===== src/rtl/arb8_rr.sv =====
// arb8_rr: 8-way round-robin arbiter with a bounded grant length.
// A grant is chosen in IDLE from a rotating priority pointer, held in BUSY
// until the owner releases, withdraws, enable drops or MAX_HOLD expires.
// All outputs are driven straight from flops.
module arb8_rr #(
  parameter int unsigned MAX_HOLD = 15
) (
  input  logic       clk,
  input  logic       rst_n,
  input  logic       enable,
  input  logic [7:0] req,
  input  logic       done,
  output logic [7:0] gnt,
  output logic [2:0] gnt_id,
  output logic       g,
  output logic       timeout
);

  typedef enum logic {
    IDLE = 1'b0,
    BUSY = 1'b1
  } state_t;

  // Hold-counter value on which the grant is revoked.
  localparam logic [3:0] HOLD_LAST = 4'(MAX_HOLD - 1);

  state_t     state_q, state_d;
  logic [2:0] ptr_q, ptr_d;
  logic [3:0] hold_q, hold_d;
  logic [7:0] gnt_q, gnt_d;
  logic [2:0] gnt_id_q, gnt_id_d;
  logic       g_q, g_d;
  logic       timeout_q, timeout_d;

  logic       owner_req_s;
  logic       hold_hit_s;
  logic       release_s;
  logic       enable_only_s;
  logic       timeout_cause_s;
  logic [2:0] pick_s;

  // First set request bit scanning p, p+1, ..., p+7 (mod 8).
  function automatic logic [2:0] rr_pick(input logic [7:0] r, input logic [2:0] p);
    logic [2:0] idx;
    logic [2:0] res;
    logic       found;
    res   = p;
    found = 1'b0;
    for (int k = 0; k < 8; k++) begin
      idx = p + 3'(k);
      if (!found && r[idx]) begin
        res   = idx;
        found = 1'b1;
      end else begin
        res = res;
      end
    end
    return res;
  endfunction

  // Release decode: which conditions end the current grant.
  always_comb begin
    owner_req_s     = req[gnt_id_q];
    hold_hit_s      = (hold_q == HOLD_LAST);
    release_s       = done | ~owner_req_s | ~enable | hold_hit_s;
    // enable dropping on its own keeps the pointer where it is
    enable_only_s   = ~enable & ~done & owner_req_s & ~hold_hit_s;
    timeout_cause_s = hold_hit_s & ~done & owner_req_s & enable;
    pick_s          = rr_pick(req, ptr_q);
  end

  // Next-state and next-output computation for the IDLE/BUSY machine.
  always_comb begin
    state_d   = state_q;
    ptr_d     = ptr_q;
    hold_d    = hold_q;
    gnt_d     = gnt_q;
    gnt_id_d  = gnt_id_q;
    g_d       = g_q;
    timeout_d = 1'b0;
    case (state_q)
      IDLE: begin
        if (enable && (req != 8'h00)) begin
          gnt_d    = 8'd1 << pick_s;
          gnt_id_d = pick_s;
          g_d      = 1'b1;
          hold_d   = 4'd0;
          state_d  = BUSY;
        end else begin
          gnt_d = 8'h00;
          g_d   = 1'b0;
        end
      end
      BUSY: begin
        if (hold_q == 4'd15) begin
          hold_d = 4'd15;
        end else begin
          hold_d = hold_q + 4'd1;
        end
        if (release_s) begin
          gnt_d     = 8'h00;
          g_d       = 1'b0;
          state_d   = IDLE;
          timeout_d = timeout_cause_s;
          if (enable_only_s) begin
            ptr_d = ptr_q;
          end else begin
            ptr_d = gnt_id_q + 3'd1;
          end
        end else begin
          gnt_d = gnt_q;
          g_d   = g_q;
        end
      end
      default: begin
        state_d = IDLE;
        gnt_d   = 8'h00;
        g_d     = 1'b0;
      end
    endcase
  end

  // State and output registers; reset clears everything without a clock.
  always_ff @(posedge clk or negedge rst_n) begin
    if (!rst_n) begin
      state_q   <= IDLE;
      ptr_q     <= 3'd0;
      hold_q    <= 4'd0;
      gnt_q     <= 8'h00;
      gnt_id_q  <= 3'd0;
      g_q       <= 1'b0;
      timeout_q <= 1'b0;
    end else begin
      state_q   <= state_d;
      ptr_q     <= ptr_d;
      hold_q    <= hold_d;
      gnt_q     <= gnt_d;
      gnt_id_q  <= gnt_id_d;
      g_q       <= g_d;
      timeout_q <= timeout_d;
    end
  end

  assign gnt     = gnt_q;
  assign gnt_id  = gnt_id_q;
  assign g       = g_q;
  assign timeout = timeout_q;

endmodule


===== config.mk =====
export PLATFORM = sky130hd
export DESIGN_NAME = arb8_rr
export DESIGN_NICKNAME = d
export VERILOG_FILES = /design/src/rtl/arb8_rr.sv
export SDC_FILE = /design/constraint.sdc
export NUM_CORES = 1
export LEC_CHECK = 0
export ABC_AREA = 1
export CAP_MARGIN = 20
export CORE_MARGIN = 5
export CORE_UTILIZATION = 40
export DETAILED_ROUTE_END_ITERATION = 10
export DONT_BUFFER_PORTS = 1
export GPL_TIMING_DRIVEN = 1
export MAX_ROUTING_LAYER = met4
export PLACE_DENSITY = 0.65
export REMOVE_ABC_BUFFERS = 1
export SLEW_MARGIN = 20
export SYNTH_ARGS = -nofsm -noshare
export SYNTH_HDL_FRONTEND = slang
export SYNTH_SLANG_ARGS = --single-unit

===== constraint.sdc =====
create_clock -name clk -period 3.3 [get_ports clk]
set_input_delay 0.495 -clock clk [delete_from_list [all_inputs] [get_ports clk]]
set_output_delay 0.495 -clock clk [all_outputs]
set_load 0.02 [all_outputs]

==> key figures <==
Finish
  • Seq. cell area: around 530 µm²
  • Multi-input gate area: approximately 1200 µm²
  • Share of cells above drive strength 1: 0.184
  • Fill cell count: 465
  • ANT cells: 0
  • Area delta synth->final: 5.69%
  • Fin nets: between 200 and 300

Timing
  • # setup viols final: 0
  • Fin. Hold Viols: 0
  • Fin crit period: 2730 ps
  • F_max: between 0.3 and 0.4 GHz
  • Skew final: 5.75 ps
  • Final TNS setup: 0 ps
  • Slew HR: 0.371
  • Fin crit share: 0.827
  • RSZ-0062 raised after global routing: false
  • Final Max Tran Viols: 0
  • Worst slew pin tran: around 940 ps

Detailed routing
  • WL/cell: ~13 µm
  • Antenna Violating Nets Remaining: 0
  • Routed wire length: between 4 and 5 mm
  • Vias per cell: roughly 5.2
  • Drt first pass iters: 4
  • # DRC: 0
  • Iter 0 DRT Violations: 110
  • Detailed-route via count: 1713

Die
  • Starting Density: 0.420
  • Die H: 78.3 µm
  • # IOs: 25
  • Core ar.: roughly 4400 µm²
  • # rows: 24
  • Die width: between 70 and 80 µm
  • Die Area: around 6100 µm²

Critical path
  • Largest stage delay, worst path: 490 ps
  • Slowest CP cell: dfrtp_1
  • CP cell instances: inv_2, ha_1, inv_1, nand3_1, nand2_1, nand2_1, nand2_2, inv_2, nor2_8, nand3_1, o21ai_1, inv_1, nand2_1, nand2_1, nand2_1, nand3_1, nand2_1
  • CP startpoint kind: flop
  • Worst r2r src: ptr_q[1]
  • Critical path class: reg -> reg
  • CP max FO: 10
  • Crit end category: flop
  • Arrival @ worst endpoint: about 2900 ps
  • WP data required: about 3500 ps
  • Crit path top cell by count: nand2_1
  • CP startpoint: ptr_q[1]

Logic synthesis
  • Top-area cell type share of the netlist area: 0.281
  • Simple-gate portion of the synthesized area: 0.482
  • Avg Cell Area, Syn: between 6 and 7 µm²
  • XOR/XNOR share of the synthesized area: 0.0275
  • YS warnings: 0
  • Post-synthesis sequential area ratio: 0.281
  • Post-synthesis adder-cell area fraction: 0.0335
  • Synth unique cells: 35
  • Synth Register Bits: 21
  • Post-synthesis cell area: between 1500 and 2000 µm²
  • Cell taking the most area after synthesis: dfrtp_1
  • Synth Area in Compound Gates: 0.0951
  • Synth top area cells: dfrtp_1, nand2_1, nand3_1
  • Largest family of logic cells by synthesized area: simple AND/OR/NAND/NOR gates
  • Post-synthesis mux area share: 0.00603
  • Cells after synthesis: between 200 and 300

Clocking
  • CTS HTree Levels: 1
  • CTS tree: built
  • Cts repair resizes: 0
  • Root Buffer: clkbuf_8
  • Worst skew pair latency: ~260 ps
  • Reg clk slew, reported paths: roughly 80 ps
  • CTS Buf Count: 3
  • Clk sink count: 21
  • Longest Clk Path Bufs: 2

Place
  • IO Port Bufs: 0
  • DPL Wire Length: between 3 and 4 mm
  • Routability cong.: ~0.98

Global routing
  • Total congestion overflow: 0
  • First-pass GRT wire length: 7.97 mm
  • Pin count of the biggest net entering global routing: 22
  • Initial antenna violation count: 0
  • Vias in the first global route: between 1500 and 2000
  • Gr usage total: 0.162

Run status
  • Status: finished clean

Run
  • Max-cap violation count: 0

Hold path
  • Worst min path class: in -> reg
  • Worst Min Path Start: done
[worst max-delay path: cells and delay by family, from the launching register on]
family	cells	cell delay, ps
and+or+nand+nor	11	1100
adders and majority gates	1	400
buffers and inverters	4	510
AOI/OAI and AO/OA	1	160
DFF	1	490
[cell families after synthesis]
group	after synthesis
AOI/OAI and AO/OA	28
xor gates and xnor gates	5
adders and majority gates	5
buffers and inverters	32
DFF	21
muxes	1
and+or+nand+nor	182
[path summary, 6_finish.rpt]
path / end / slack, ps / cells after the start
setup reg to reg: gnt[7] / 570 / 17
min in group asynchronous: hold_q[3] / 820 / 1
hold / removal: timeout / 300 / 1
max in group asynchronous: hold_q[2] / 1900 / 1
setup / recovery: gnt[7] / 570 / 17
hold reg to reg: hold_q[1] / 580 / 1
[area by class of cell]
cell class / instances / area share
clock buffers: 3 / 0.0209
multi-input cells: 221 / 0.609
well taps: 52 / 0.0330
clock inverters: 1 / 0.00253
inverters: 28 / 0.0558
flip-flops and latches: 21 / 0.266
repair buffers: 3 / 0.0127
[state kept, by name, indices dropped and copies added (netlist names)]
name	flops
g	1
gnt_id	3
ptr_q	3
timeout	1
hold_q	4
state_q	1
gnt	8
[cells in the final DEF, fill, tap and decap left out, types with 2 or more instances in the layout]
master / netlist / layout
o32ai_1: 2 / 2
buf_4: 2 / 2
nor4_1: 3 / 3
clkbuf_8: 0 / 3
nand2_1: 84 / 84
inv_2: 5 / 5
nand2_4: 3 / 3
nor2_2: 3 / 3
nand3_2: 6 / 6
a21oi_1: 4 / 4
nand3_1: 34 / 34
nand4_1: 4 / 4
inv_1: 22 / 22
nor2_1: 21 / 21
dfrtp_1: 21 / 21
o21bai_1: 6 / 6
xnor2_1: 2 / 2
xor2_1: 2 / 2
ha_1: 5 / 5
o21ai_0: 10 / 10
nand2_2: 20 / 20
[stage by stage]
| stage | util | instance area [µm²] | hold WS (ps) | setup slack [ps] | instances |
|---|---|---|---|---|---|
| 6_report | 0.444 | 1970 | 302 | 572 | 329 |
| 5_1_grt | 0.444 | 1970 | 292 | 227 | 329 |
| 4_1_cts | 0.444 | 1970 | 293 | 564 | 329 |
| 3_5_place_dp | 0.432 | 1920 | 200 | 578 | 324 |
| 3_3_place_gp | 0.432 | 1920 | 200 | 616 | 324 |
| 2_1_floorplan | - | 1840 | 199 | 716 | 270 |
[timing repair]
action                                 CTS  global route
endpoints found under the hold margin   21             0
hold buffers                             1             0
setup buffers                            0             0
[cells in the mapped netlist]
| master | number |
|---|---|
| a21oi_1 | 4 |
| a31o_2 | 1 |
| a31oi_1 | 1 |
| buf_4 | 2 |
| buf_6 | 1 |
| clkbuf_1 | 1 |
| clkinv_4 | 1 |
| dfrtp_1 | 21 |
| ha_1 | 5 |
| inv_1 | 22 |
| inv_2 | 5 |
| mux2_2 | 1 |
| nand2_1 | 84 |
| nand2_2 | 20 |
| nand2_4 | 3 |
| nand3_1 | 34 |
| nand3_2 | 6 |
| nand3_4 | 1 |
| nand4_1 | 4 |
| nor2_1 | 21 |
| nor2_2 | 3 |
| nor2_4 | 1 |
| nor2_8 | 1 |
| nor3_1 | 1 |
| nor4_1 | 3 |
| o21a_1 | 1 |
| o21ai_0 | 10 |
| o21ai_1 | 1 |
| o21bai_1 | 6 |
| o21bai_2 | 1 |
| o22ai_1 | 1 |
| o32ai_1 | 2 |
| xnor2_1 | 2 |
| xor2_1 | 2 |
| xor2_2 | 1 |
[per-layer routing]
| metal | wire, µm | global-route usage | part of all wire |
|---|---|---|---|
| met3 | 203 | 0.0332 | 0.046 |
| met1 | 2070 | 0.207 | 0.47 |
| met4 | 35 | 0.0315 | 0.0079 |
| met5 | 0 | - | 0 |
| met2 | 2110 | 0.268 | 0.48 |
Power is not shown: default switching activity piles up to over one toggle a cycle in this logic, so the estimate is an artifact.
